==> src/rtl/ptp_pkg.sv <==
// Shared PTP constants, message IDs, generator FSM states and per-message field helpers.
package ptp_pkg;

   localparam logic [15:0] ETH_PTP  = 16'h88F7;
   localparam logic [15:0] ETH_VLAN = 16'h8100;
   localparam logic [3:0]  PTP_VER  = 4'h2;
   localparam logic [15:0] PTP_LEN  = 16'd44;

   localparam logic [3:0]  MSG_SYNC = 4'd0;
   localparam logic [3:0]  MSG_DREQ = 4'd1;

   typedef enum logic {
      IDLE = 1'b0,
      SEND = 1'b1
   } state_t;

   // Sync is sent two-step, so its follow-up carries the precise time.
   function automatic logic [15:0] msg_flags(input logic [3:0] msgid);
      return (msgid == MSG_SYNC) ? 16'h0200 : 16'h0000;
   endfunction

   function automatic logic [7:0] msg_control(input logic [3:0] msgid);
      return (msgid == MSG_SYNC) ? 8'h00 : 8'h01;
   endfunction

endpackage

==> src/rtl/ptp_word_mux.sv <==
// Combinational word table for the generated PTP event frame; index -> 32-bit big-endian word.
// PTP_GEN_VLAN_EN inserts an 802.1Q tag as word 3 and shifts the remaining words by one.
module ptp_word_mux
   import ptp_pkg::*;
#(
   parameter logic [47:0] DST_MAC       = 48'h011B19000000,
   parameter logic [47:0] SRC_MAC       = 48'h000000000000,
   parameter logic [63:0] CLOCK_ID      = 64'h0,
   parameter logic [15:0] PORT_NUM      = 16'd1,
   parameter logic [7:0]  DOMAIN        = 8'd0,
   parameter logic [7:0]  LOG_SYNC_INTV = 8'h00,
   parameter logic [15:0] VLAN_TCI      = 16'h0000
) (
   input  logic [3:0]  idx,
   input  logic [3:0]  msgid,
   input  logic [15:0] seqid,
   input  logic [47:0] sec,
   input  logic [31:0] ns,
   output logic [31:0] word
);

   logic [3:0]  pidx;
   logic [7:0]  log_intv;

   always_comb begin
      log_intv = (msgid == MSG_SYNC) ? LOG_SYNC_INTV : 8'h7F;
`ifdef PTP_GEN_VLAN_EN
      pidx = (idx > 4'd3) ? idx - 4'd1 : idx;
`else
      pidx = idx;
`endif
      word = '0;
      case (pidx)
         4'd0:    word = DST_MAC[47:16];
         4'd1:    word = {DST_MAC[15:0], SRC_MAC[47:32]};
         4'd2:    word = SRC_MAC[31:0];
         4'd3:    word = {ETH_PTP, 4'h0, msgid, 4'h0, PTP_VER};
         4'd4:    word = {PTP_LEN, DOMAIN, 8'h00};
         4'd5:    word = {msg_flags(msgid), 16'h0000};
         4'd8:    word = {16'h0000, CLOCK_ID[63:48]};
         4'd9:    word = CLOCK_ID[47:16];
         4'd10:   word = {CLOCK_ID[15:0], PORT_NUM};
         4'd11:   word = {seqid, msg_control(msgid), log_intv};
         4'd12:   word = sec[47:16];
         4'd13:   word = {sec[15:0], ns[31:16]};
         4'd14:   word = {ns[15:0], 16'h0000};
         default: word = '0;
      endcase
`ifdef PTP_GEN_VLAN_EN
      if (idx == 4'd3) word = {ETH_VLAN, VLAN_TCI};
`endif
   end

endmodule

==> src/rtl/ptp_event_gen.sv <==
// PTPv2 Layer-2 event frame generator (Sync / Delay_Req) on a 32-bit packet stream.
// Define PTP_GEN_VLAN_EN to emit 802.1Q-tagged 16-word frames instead of 15-word untagged ones.
module ptp_event_gen
   import ptp_pkg::*;
#(
   parameter logic [47:0] DST_MAC       = 48'h011B19000000,
   parameter logic [47:0] SRC_MAC       = 48'h000000000000,
   parameter logic [63:0] CLOCK_ID      = 64'h0,
   parameter logic [15:0] PORT_NUM      = 16'd1,
   parameter logic [7:0]  DOMAIN        = 8'd0,
   parameter logic [7:0]  LOG_SYNC_INTV = 8'h00,
   parameter logic [15:0] VLAN_TCI      = 16'h0000
) (
   input  logic        clk,
   input  logic        rst_n,
   input  logic        tx_req,
   input  logic        tx_type,
   input  logic [15:0] tx_seqid,
   input  logic [47:0] rtc_sec,
   input  logic [31:0] rtc_ns,
   output logic        tx_ack,
   output logic [31:0] tx_data,
   output logic        tx_valid,
   output logic        tx_sop,
   output logic        tx_eop,
   output logic [1:0]  tx_mod,
   input  logic        tx_ready,
   output logic        tx_done,
   output logic [51:0] tx_infor
);

`ifdef PTP_GEN_VLAN_EN
   localparam logic [3:0] LAST = 4'd15;
`else
   localparam logic [3:0] LAST = 4'd14;
`endif

   state_t      state;
   logic [3:0]  wcnt;
   logic [3:0]  msgid_q;
   logic [15:0] seqid_q;
   logic [47:0] sec_q;
   logic [31:0] ns_q;
   logic [3:0]  nxt_idx;
   logic [31:0] nxt_word;
   logic        xfer;
   logic        accept;
   logic        sop_xfer;

   assign xfer     = tx_valid && tx_ready;
   assign accept   = (state == IDLE) && tx_req;
   assign sop_xfer = (state == SEND) && xfer && (wcnt == 4'd0);
   // The output register always loads the word that will be on the bus next.
   assign nxt_idx  = (state == IDLE) ? 4'd0 : wcnt + 4'd1;
   assign tx_mod   = 2'b00;

   ptp_word_mux #(
      .DST_MAC      (DST_MAC),
      .SRC_MAC      (SRC_MAC),
      .CLOCK_ID     (CLOCK_ID),
      .PORT_NUM     (PORT_NUM),
      .DOMAIN       (DOMAIN),
      .LOG_SYNC_INTV(LOG_SYNC_INTV),
      .VLAN_TCI     (VLAN_TCI)
   ) u_word_mux (
      .idx  (nxt_idx),
      .msgid(msgid_q),
      .seqid(seqid_q),
      .sec  (sec_q),
      .ns   (ns_q),
      .word (nxt_word)
   );

   // Request fields and SOP timestamp: data only, no reset needed.
   always_ff @(posedge clk) begin
      if (accept) begin
         msgid_q <= tx_type ? MSG_DREQ : MSG_SYNC;
         seqid_q <= tx_seqid;
      end
      if (sop_xfer) begin
         sec_q <= rtc_sec;
         ns_q  <= rtc_ns;
      end
   end

   always_ff @(posedge clk or negedge rst_n) begin
      if (!rst_n) begin
         state    <= IDLE;
         wcnt     <= 4'd0;
         tx_ack   <= 1'b0;
         tx_data  <= '0;
         tx_valid <= 1'b0;
         tx_sop   <= 1'b0;
         tx_eop   <= 1'b0;
         tx_done  <= 1'b0;
         tx_infor <= '0;
      end else begin
         tx_ack   <= 1'b0;
         tx_done  <= 1'b0;
         tx_infor <= '0;
         case (state)
            IDLE: begin
               if (tx_req) begin
                  tx_ack   <= 1'b1;
                  wcnt     <= 4'd0;
                  state    <= SEND;
                  tx_valid <= 1'b1;
                  tx_sop   <= 1'b1;
                  tx_eop   <= 1'b0;
                  tx_data  <= nxt_word;
               end
            end
            SEND: begin
               if (xfer) begin
                  if (wcnt == LAST) begin
                     state    <= IDLE;
                     tx_valid <= 1'b0;
                     tx_sop   <= 1'b0;
                     tx_eop   <= 1'b0;
                     tx_data  <= '0;
                     tx_done  <= 1'b1;
                     tx_infor <= {seqid_q, msgid_q, ns_q};
                  end else begin
                     wcnt    <= nxt_idx;
                     tx_sop  <= 1'b0;
                     tx_eop  <= (nxt_idx == LAST);
                     tx_data <= nxt_word;
                  end
               end
            end
            default: state <= IDLE;
         endcase
      end
   end

endmodule

==> config.mk <==
export PLATFORM = sky130hd
export DESIGN_NAME = ptp_event_gen
export DESIGN_NICKNAME = d
export VERILOG_FILES = /design/src/rtl/ptp_pkg.sv /design/src/rtl/ptp_word_mux.sv /design/src/rtl/ptp_event_gen.sv
export SDC_FILE = /design/constraint.sdc
export NUM_CORES = 1
export LEC_CHECK = 0
export ABC_AREA = 1
export CAP_MARGIN = 5
export CORE_UTILIZATION = 48
export CTS_CLUSTER_SIZE = 24
export DETAILED_ROUTE_END_ITERATION = 7
export PLACE_DENSITY = 0.79
export SLEW_MARGIN = 20
export SYNTH_ARGS = -nofsm -noshare
export SYNTH_HDL_FRONTEND = slang
export SYNTH_SLANG_ARGS = --single-unit
==> constraint.sdc <==
create_clock -name clk -period 10.8 [get_ports clk]
set_input_delay 3.24 -clock clk [delete_from_list [all_inputs] [get_ports clk]]
set_output_delay 3.24 -clock clk [all_outputs]
set_load 0.02 [all_outputs]
**Word-level counts from Yosys, hierarchy flattened**

Cells that the tools add are included.

- Word-level logic and storage cells: 73
- Register bits after elaboration: 194

- Reduce and logical (&&, ||, !) cells: 10
- Equal/unequal tests: 13
- Add/subtract/negate cells: 1
- Muxes and demuxes: 35
- Bitwise logic cells: 1

Operators with widths:

| cell | count |
|---|---|
| 32-bit case mux with 9 select lines | 1 |
| 52-bit 2-to-1 mux | 3 |
| 32-bit 2-to-1 mux | 3 |
| 32-bit case mux with 2 select lines | 1 |
| 4-bit equality test, second input constant | 6 |
| 1-bit 2-to-1 mux | 16 |
| 4-bit 2-to-1 mux | 4 |
| 4-bit zero test | 3 |
| 10-bit 2-to-1 mux | 1 |
| 4-bit by 3-bit equality test with 1-bit output, second input constant | 2 |
| 1-bit case mux with 2 select lines | 4 |
| 4-bit case mux with 2 select lines | 1 |
| 7-bit 2-to-1 mux | 1 |
| 3-bit AND reduction | 2 |
| 4-bit by 1-bit adder with 4-bit output, second input constant | 1 |
| 4-bit by 2-bit equality test with 1-bit output, second input constant | 1 |
| 1-bit logical AND | 4 |
| 2-bit by 1-bit != test with 1-bit output, second input constant | 2 |
| 2-bit != test, second input constant | 2 |
| 2-bit AND reduction | 1 |
| 1-bit inverter | 1 |

**Longest topological paths before layout**

Gate-level depths: netlist (run 1).

- Depth after elaboration: 7
- Gate-level depth with buffers: 14

**By module**

A second synthesis (run 1) with hierarchy kept.

- Cells, all modules: 675
- Area, all modules: 7,475.9 sq um

Modules (own cells, without submodules):

| module | sequential area each (sq um) | times used | area each (sq um) | cells each |
|---|---|---|---|---|
| ptp_event_gen | 5,190.0 | 1 | 6,502.5 | 461 |
| ptp_word_mux | 0.0 | 1 | 973.4 | 214 |

**Least setup slack after synthesis (run 1)**

OpenSTA, ideal clock, no wires.

- Kind: input port to flip-flop
- Start point: in tx_ready
- End point: reg ns_q[0], enable pin
- Data arrival time: 10.929 ns
- Setup slack: -0.844 ns
- Buffers on the path: 0
- Setup time: 0.715 ns
- Required time: 10.085 ns
- Cell stages on the path: 2
- Path through: nand3_1 > nor4_1

- Word-level cells in the longest chain between the ends: 3

RTL lines:

| what | RTL line | source |
|---|---|---|
| from (decl) | ptp_event_gen.sv:27 | `input logic tx_ready,` |
| 1-bit logical AND | ptp_event_gen.sv:50 | `assign xfer = tx_valid && tx_ready;` |
| 1-bit logical AND (2 in series) | ptp_event_gen.sv:52 | `assign sop_xfer = (state == SEND) && xfer && (wcnt == 4'd0);` |
| via sop_xfer | ptp_event_gen.sv:48 | `logic sop_xfer;` |
| to (signal assigned) | ptp_event_gen.sv:82 | `ns_q <= rtc_ns;` |
| to (decl) | ptp_event_gen.sv:43 | `logic [31:0] ns_q;` |

The timed path passes the listed nets, and every way through them passes these cells.
A chain may end at the register's enable or synchronous reset.

**Worst setup path in the final report (run 1)**

- Start point: in tx_req
- End point: reg tx_data[19]

- Word-level cells in the longest chain between the ends: 2

RTL lines:

| what | RTL line | source |
|---|---|---|
| from (decl) | ptp_event_gen.sv:16 | `input logic tx_req,` |
| 2-bit != test (no source line) | - |  |
| 2-bit AND reduction (no source line) | - |  |
| to (signal assigned) | ptp_event_gen.sv:110 | `tx_data <= nxt_word;` |
| to (signal assigned) | ptp_event_gen.sv:127 | `tx_data <= nxt_word;` |
| to (decl) | ptp_event_gen.sv:22 | `output logic [31:0] tx_data,` |

Every way passes these cells.

==> flow_summary.toml, run 1 <==
[status]
status = "finished with violations"
violations = "DRC"

[critical_path]
regToRegStartpoint = "wcnt[0]"
crit_top_cell = "nand2_1"
worst_r2r_path_depth = 9
crit_type = "in -> reg"
crit_path_max_incr_delay_ps = 870
path_cells = "clkdlybuf4s50_1 -> inv_1 -> nor2_4 -> inv_1 -> nand2_1 -> nand2_1 -> a21oi_4 -> nand2_1 -> nand2_1"
reg2reg_slack_ps = 7370
worstPathArrival_ps = 6020
worstPathRequired_ps = 11160
cp_num_buf_inv = 3
crit_family = "simple AND/OR/NAND/NOR gates"
critPathLaunchType = "primary input"
worstSetupEndpointType = "flop"
timing.rr.end = "tx_data[19]"
cp_max_fo = 31
critPathSlowestCell = "a21oi_4"

[power_and_ir_drop]
p_switching_w = 0.000729
irDropWorstVdd_mv = 0.169
pwr-share-comb_pct = 28.0
clockPowerShare_pct = 30.4
p_leak_nw = 4.34
cellPowerDensity_mw_per_mm2 = 218
p_int_w = 0.00142
seq_power_share_pct = 41.6
swShare_pct = 33.9

[route]
drc = 18
wl_per_cell_um = 17.4
drt_wl_total_mm = 17.8
drt_iter0_markers = 402
drt-pass1-iter-count = 7
vias = 5237
via_per_inst = 5.13
antenna_left = 0

[sta]
period_needed_ps = 5660
whs_ps = 481
hold_viol = 0
setup_viol = 0
max_freq_ghz = 0.177
setup_tns_ps = 0
worst_pin_slew_ps = 1040
rsz0062_at_grt = "false"
fin_worst_skew_ps = 9.75
timing.final.crit_share_pct = 52.4
final_max_slew_viol_count = 0
setup_slack_ps = 5140
max_slew_margin_pct = 30.3

[cts]
clk_pin_slew_ps = 70
ctsLongestPathBuffers = 2
cts_buffers = 17
cts_tree = "yes"
post_cts_buffers = 0
root_buffer = "clkbuf_16"
cts.htree.levels = 4
clk_latency_ps = 440
hold_buffers = 0
cts_resized = 0
cts_num_sinks = 188

[synthesis]
synth_top_cells_by_area = "edfxtp_1, dfrtp_1, nand2_1"
synth_top_cell_by_area = "edfxtp_1"
avgSynthCellArea_um2 = 11.3
ys_types = 29
synth-seq-area-share_pct = 71.6
syn_inst = 639
yosys_warnings = 0
ys_async_sr_fraction_pct = 48.4
synth_seq_cells = 188
synth_common_cells = "nand2_1, edfxtp_1, dfrtp_1"
netlist_area_mm2 = 0.00724
synth_edf_count = 97
synth_most_common_cell = "nand2_1"
synth_top_area_share_pct = 40.2
ys.flop_type = "edfxtp_1"

[global_route]
grt.total_usage_pct = 24.0
grt_max_degree = 51
grt_overflow = 0
antenna_found_initial = 0
first_global_vias = 5190
grt_pass1_wl_mm = 27.8

[layout]
ff_latch_area_mm2 = 0.00519
final_area_mm2 = 0.00984
area_delta_synth_final_pct = 35.9
diodes = 0
fill_cells = 1067
drive_gt1_share_pct = 7.89
multi_input_area_mm2 = 0.00163
final_net_count = 928

[placement]
routabilityCongestion = 0.833
placed_cell_area_mm2 = 0.00922
dp_slack_ps = 4350
dp_hpwl_mm = 11.9
portBuffers = 186

[floorplanning]
rows = 44
die_area_mm2 = 0.0156
ioPinCount = 192
start_util_pct = 49.5
die_h_um = 125
fp.coreArea_mm2 = 0.0146
fp.dieW_um = 125

[hold_path]
worstHoldEndpoint = "tx_data[29]"
holdPathStages = 2
worstHoldStart = "tx_data[29]"
hp-class = "reg -> reg"

[job]
cap_violations = 0
-- registers in the layout (all words and copies together) (netlist names) --
signal    count
ns_q         32
tx_infor     49
wcnt          4
seqid_q      16
state         1
msgid_q       1
sec_q        48
tx_eop        1
tx_ack        1
tx_valid      1
tx_data      32
tx_done       1
tx_sop        1
-- metrics by stage --
stage | utilization, % | std cells | total power, W
after global routing | 67.2 | 1021 | 0.00225
after global placement | 62.9 | 989 | 0.00148
after floorplan | - | 643 | 0.00129
after CTS | 67.2 | 1021 | 0.00215
final | 67.2 | 1021 | 0.00215
after detailed placement | 62.9 | 989 | 0.00150
-- power by group through the flow --
stage          clock (W)  sequential (W)  combinational [W]
5_1_grt         0.000689        0.000901           0.000657
2_1_floorplan          0        0.000947           0.000342
4_1_cts         0.000659        0.000892           0.000601
3_3_place_gp           0        0.000902           0.000581
3_5_place_dp           0        0.000906           0.000597
6_report        0.000653        0.000893           0.000602
-- cell type report --
class | count | share of cell area (%)
well taps | 184 | 2.34
clock buffers | 18 | 4.46
multi-input cells | 350 | 16.5
flip-flops and latches | 188 | 52.7
inverters | 78 | 2.97
clock inverters | 14 | 1.84
repair buffers | 189 | 19.1
-- how the worst max path moves through the flow --
stage | start | end | slack [ps] | cells after the start
final | tx_req | tx_data[19] | 5140 | 9
after global routing | tx_req | tx_data[19] | 4950 | 9
after CTS | tx_req | tx_eop | 4770 | 7
after detailed placement | tx_req | tx_eop | 4350 | 7
after global placement | tx_req | tx_eop | 4530 | 7
after floorplan | tx_ready | ns_q[0] | 2540 | 2
-- cell families after synthesis --
| logic type | synth area share, % |
|---|---|
| buf+inv | 6.41 |
| other cells | 0.0518 |
| simple gates | 18.2 |
| flops | 71.6 |
| fa+ha+maj | 0.518 |
| compound gates | 3.14 |
-- cell usage in the layout, fill, tap and decap left out, drive strengths merged --
master           n
nor2            78
bufinv           3
ha               3
conb             5
nand2          167
a21oi            5
inv             85
o21ai           21
dfrtp           91
clkdlybuf4s50  185
buf              4
clkbuf          18
nand4           11
edfxtp          97
nand3           48
clkinv           4
nor4             1
o211ai          10
o31ai            1
-- worst min-delay path, cell delays in order (launching register included) --
cell and delay, ps:
dfrtp_1 340, nand2_1 50, nand2_1 50
-- layer usage --
| layer | vias up | global-route usage (%) | wire [um] |
|---|---|---|---|
| met5 | - | 0 | 0 |
| met4 | 0 | 11.7 | 554 |
| met1 | 2536 | 29.3 | 7100 |
| li1 | 2428 | - | - |
| met2 | 234 | 40.1 | 9020 |
| met3 | 39 | 5.93 | 1130 |
Note: power is estimated with default switching activity, not from simulation.
==> run 2: changes to the inputs <==
CORE_UTILIZATION = 44   (was 48)
PLACE_DENSITY = 0.76   (was 0.79)
clock period = 5 ns   (was 10.8 ns; I/O delays follow)
==> run 2 against run 1 <==
The flow now finishes without violations. Register-to-register slack worse by 5800 ps. Total power rose by 110%. Sequential power is 120% higher. Clock skew is essentially flat. Largest cell class unchanged.
==> flow_summary.toml, run 2 (synthesis results as in run 1) <==
[route]
antenna_left = 0
drt_iter0_markers = 285
drt_wl_total_mm = 17.8
drt-pass1-iter-count = 6
drc = 0
via_per_inst = 4.83
wl_per_cell_um = 16.9
vias = 5101

[placement]
routabilityCongestion = 0.823
dp_hpwl_mm = 12.0
placed_cell_area_mm2 = 0.00929
portBuffers = 186

[sta]
setup_viol = 0
max_freq_ghz = 0.277
fin_worst_skew_ps = 10.1
timing.final.crit_share_pct = 72.1
hold_viol = 0
whs_ps = 485
setup_tns_ps = 0
rsz0062_at_grt = "false"
period_needed_ps = 3610
max_slew_margin_pct = 28.2
final_max_slew_viol_count = 0
worst_pin_slew_ps = 1080

[power_and_ir_drop]
irDropWorstVdd_mv = 0.264
total_power_w = 0.00452
p_leak_nw = 4.32
cellPowerDensity_mw_per_mm2 = 459

[critical_path]
worstSetupEndpointType = "flop"
crit_path_max_incr_delay_ps = 880
crit_top_cell = "nand2_1"
worstPathRequired_ps = 5360
critPathLaunchType = "primary input"
critPathSlowestCell = "a21oi_4"
reg2reg_slack_ps = 1610
worstPathArrival_ps = 3960
cp_max_fo = 31
crit_type = "in -> reg"
worst_r2r_path_depth = 9
path_cells = "clkdlybuf4s50_1 -> inv_1 -> nor2_2 -> buf_4 -> inv_1 -> nand2_1 -> nand2_1 -> a21oi_4 -> nand2_1 -> nand2_1"

[cts]
clk_latency_ps = 430
cts_buffers = 17
hold_buffers = 0
ctsLongestPathBuffers = 2
post_cts_buffers = 0
cts.htree.levels = 4
cts_num_sinks = 188
cts_resized = 0
cts_tree = "yes"
root_buffer = "clkbuf_16"
clk_pin_slew_ps = 60

[status]
status = "finished clean"

[layout]
diodes = 0
top_regs = "tx_infor (49), sec_q (48)"
final_cell_mix = "clkdlybuf4s50_1, nand2_1, edfxtp_1"
largest_reg_flops = 49
final_area_mm2 = 0.00985
drive_gt1_share_pct = 8.32
largest-register = "tx_infor"
final_net_count = 932
area_delta_synth_final_pct = 36.0
final_common_cell = "clkdlybuf4s50_1"

[floorplanning]
fp.coreArea_mm2 = 0.0160
rows = 46
die_h_um = 130
fp.dieW_um = 130
die_area_mm2 = 0.0170
start_util_pct = 45.3
ioPinCount = 192

[global_route]
grt_pass1_wl_mm = 27.3
grt.total_usage_pct = 22.2
first_global_vias = 5119
grt_max_degree = 71
grt_overflow = 0
antenna_found_initial = 0

[hold_path]
holdPathStages = 2
hp-class = "reg -> reg"

[job]
cap_violations = 0
## run 2: cell types whose count changed in the layout (fill, tap and decap cells not counted), sizes merged
cell	change
clkinv	+5
clkinvlp	+3
buf	+4
bufinv	-2
inv	-7
clkbuf	+1
## run 2: metrics by stage
step           setup WS [ps]  instances  util, %
2_1_floorplan            356        643        -
3_3_place_gp            1050       1025     58.0
3_5_place_dp             932       1025     58.0
4_1_cts                 1360       1057     61.6
5_1_grt                 1160       1057     61.6
6_report                1390       1057     61.6
## run 2: final timing paths
kind                            start            to
setup / recovery               tx_req    tx_data[1]
max in group asynchronous       rst_n         state
setup reg to reg              wcnt[0]    tx_data[1]
min in group asynchronous       rst_n  tx_infor[46]
hold reg to reg            seqid_q[8]  tx_infor[44]
hold / removal             seqid_q[8]  tx_infor[44]
## run 2: layout make-up
class                           instances  area [um2]
Sequential cell                       188        5190
Timing Repair Buffer                  193        1910
Clock inverter                         13         120
Fill cell                            1324        6150
Multi-Input combinational cell        350        1630
Clock buffer                           19         443
Inverter                               78         293
Tap cell                              216         270
## run 2: worst max-delay path: cells and delay by family
family                 cells  cell delay [ps]
buffers and inverters      4              930
AOI/OAI and AO/OA          1              880
and+or+nand+nor            5              630
## run 2: per-layer routing
layer  track usage, %  share of wire [%]  routed length (um)  vias up
met5                0                  0                   0        -
met4             10.9                3.4                 615        0
met3             5.00                5.3                 942       33
met2             36.1                 51                9060      183
met1             28.0                 40                7210     2456
li1                 -                  -                   -     2429
## run 2: report_power, final
part           total, W  internal (W)  switching (W)  leakage [nW]
logic           0.00131      0.000442       0.000868          1.92
registers       0.00193       0.00182       0.000106          2.13
clock network   0.00128      0.000702       0.000581         0.269
total           0.00452       0.00297        0.00155          4.32
==> run 3: changes to the inputs <==
CORE_UTILIZATION = 48   (was 44)
PLACE_DENSITY = 0.79   (was 0.76)
clock period = 3.4 ns   (was 5 ns; I/O delays follow)
==> run 3 against run 2 <==
Clock skew is 4.4 ps lower. Highest routed layer unchanged. The run now ends with DRC left. Critical path type is now reg -> reg. Utilization is 6.1 points higher. Largest power group unchanged. Worst hold slack worse by 6.4 ps.
==> flow_summary.toml, run 3 (synthesis results as in run 1) <==
[status]
status = "finished with violations"
violations = "DRC"

[route]
vias = 5264
wl_per_cell_um = 17.4
drt-pass1-iter-count = 7
wl_met1_mm = 6.96
wl_met3_mm = 1.20
via_per_inst = 5.11
drt_iter0_markers = 377
topRoutingLayerUsed = "met4"
wl_met2_mm = 9.24
drt_wl_total_mm = 18.0
antenna_left = 0
drc = 13

[sta]
worst_pin_slew_ps = 960
hold_viol = 0
max_slew_margin_pct = 36.0
setup_viol = 0
timing.final.crit_share_pct = 76.0
final_max_slew_viol_count = 0
whs_ps = 479
period_needed_ps = 2580
fin_worst_skew_ps = 5.77
rsz0062_at_grt = "false"
max_freq_ghz = 0.387

[global_route]
antenna_found_initial = 0
first_global_vias = 5398
grt_max_degree = 56
grt.total_usage_pct = 24.4
grt_pass1_wl_mm = 28.2
grt_overflow = 0

[layout]
final_area_mm2 = 0.00991
final_cell_mix = "clkdlybuf4s50_1, nand2_1, edfxtp_1"
layoutNonFillerInstCount = 1031
largest_reg_flops = 49
largest-register = "tx_infor"
drive_gt1_share_pct = 8.15
final_net_count = 938
final_common_cell = "clkdlybuf4s50_1"
diodes = 0
area_delta_synth_final_pct = 36.8
top_regs = "tx_infor (49), sec_q (48)"

[cts]
root_buffer = "clkbuf_16"
cts_buffers = 17
hold_buffers = 0
post_cts_buffers = 0
clk_latency_ps = 430
cts_num_sinks = 188
cts_resized = 0
cts.htree.levels = 4
cts_tree = "yes"
ctsLongestPathBuffers = 2
clk_pin_slew_ps = 60

[critical_path]
worstPathArrival_ps = 2950
worst_r2r_path_depth = 14
worstSetupEndpointType = "flop"
critPathLaunchType = "flop"
crit_type = "reg -> reg"
timing.rr.end = "tx_data[20]"
reg2reg_slack_ps = 820
cp_max_fo = 18
regToRegStartpoint = "wcnt[0]"
worstPathRequired_ps = 3770

[power_and_ir_drop]
p_leak_nw = 4.38
seq_power_share_pct = 41.6
irDropWorstVdd_mv = 0.439
cellPowerDensity_mw_per_mm2 = 691
swShare_pct = 32.8
clockPowerShare_pct = 29.4
pwr-share-comb_pct = 29.0
p_switching_w = 0.00224
p_int_w = 0.00460

[floorplanning]
rows = 44
start_util_pct = 49.5
fp.dieW_um = 125
die_h_um = 125
die_area_mm2 = 0.0156
ioPinCount = 192
fp.coreArea_mm2 = 0.0146

[hold_path]
worstHoldEndpoint = "tx_data[17]"
hp-class = "reg -> reg"
worstHoldStart = "tx_data[17]"
holdPathStages = 2

[placement]
placed_cell_area_mm2 = 0.00932
portBuffers = 186
dp_hpwl_mm = 12.5
routabilityCongestion = 0.879
place_inst = 999

[job]
cap_violations = 0
==> run 3: routing by layer <==
layer  global-route usage (%)  vias to the layer above
met1                     28.4                     2544
met3                     6.27                       44
met2                     42.1                      232
met4                     12.1                        0
li1                         -                     2444
met5                        0                        -
==> run 3: worst max-delay path by stage <==
stage             endpoint  startpoint
2_1_floorplan      ns_q[0]    tx_ready
3_3_place_gp     sec_q[21]    tx_ready
3_5_place_dp   tx_data[13]      tx_req
4_1_cts        tx_data[13]     wcnt[0]
5_1_grt        tx_data[13]     wcnt[0]
6_report       tx_data[20]     wcnt[0]
==> run 3: through the flow <==
stage / util (%) / setup TNS, ps / power (W) / setup slack, ps
after floorplan: - / -59880 / 0.00410 / -748
after global placement: 63.6 / 0 / 0.00479 / 711
after detailed placement: 63.6 / 0 / 0.00486 / 648
after CTS: 67.7 / 0 / 0.00687 / 845
after global routing: 67.7 / 0 / 0.00717 / 568
final: 67.7 / 0 / 0.00684 / 817
==> run 3: power by group through the flow <==
stage | combinational [W] | clock (W) | sequential (W)
detailed placement | 0.00197 | 0 | 0.00289
CTS | 0.00199 | 0.00203 | 0.00285
global route | 0.00217 | 0.00212 | 0.00287
floorplan | 0.00109 | 0 | 0.00300
finish | 0.00199 | 0.00201 | 0.00285
global placement | 0.00192 | 0 | 0.00287
==> run 3: cell type report <==
| class | count | area, um2 |
|---|---|---|
| Fill cell | 1070 | 4730 |
| Sequential cell | 188 | 5190 |
| Clock inverter | 9 | 145 |
| Timing Repair Buffer | 199 | 1970 |
| Multi-Input combinational cell | 350 | 1640 |
| Tap cell | 184 | 230 |
| Clock buffer | 23 | 448 |
| Inverter | 78 | 293 |
==> run 3: critical path, cell delays in order, from the launching register on <==
cell	delay (ps)
dfrtp_1	490
ha_1	270
nand2_1	60
nand2_1	90
nor2_4	210
inv_2	110
nor2_4	310
nand2_1	200
inv_2	350
nand2_1	100
nand2_1	110
inv_1	50
nand2_1	60
nand2_2	50
nand2_1	60
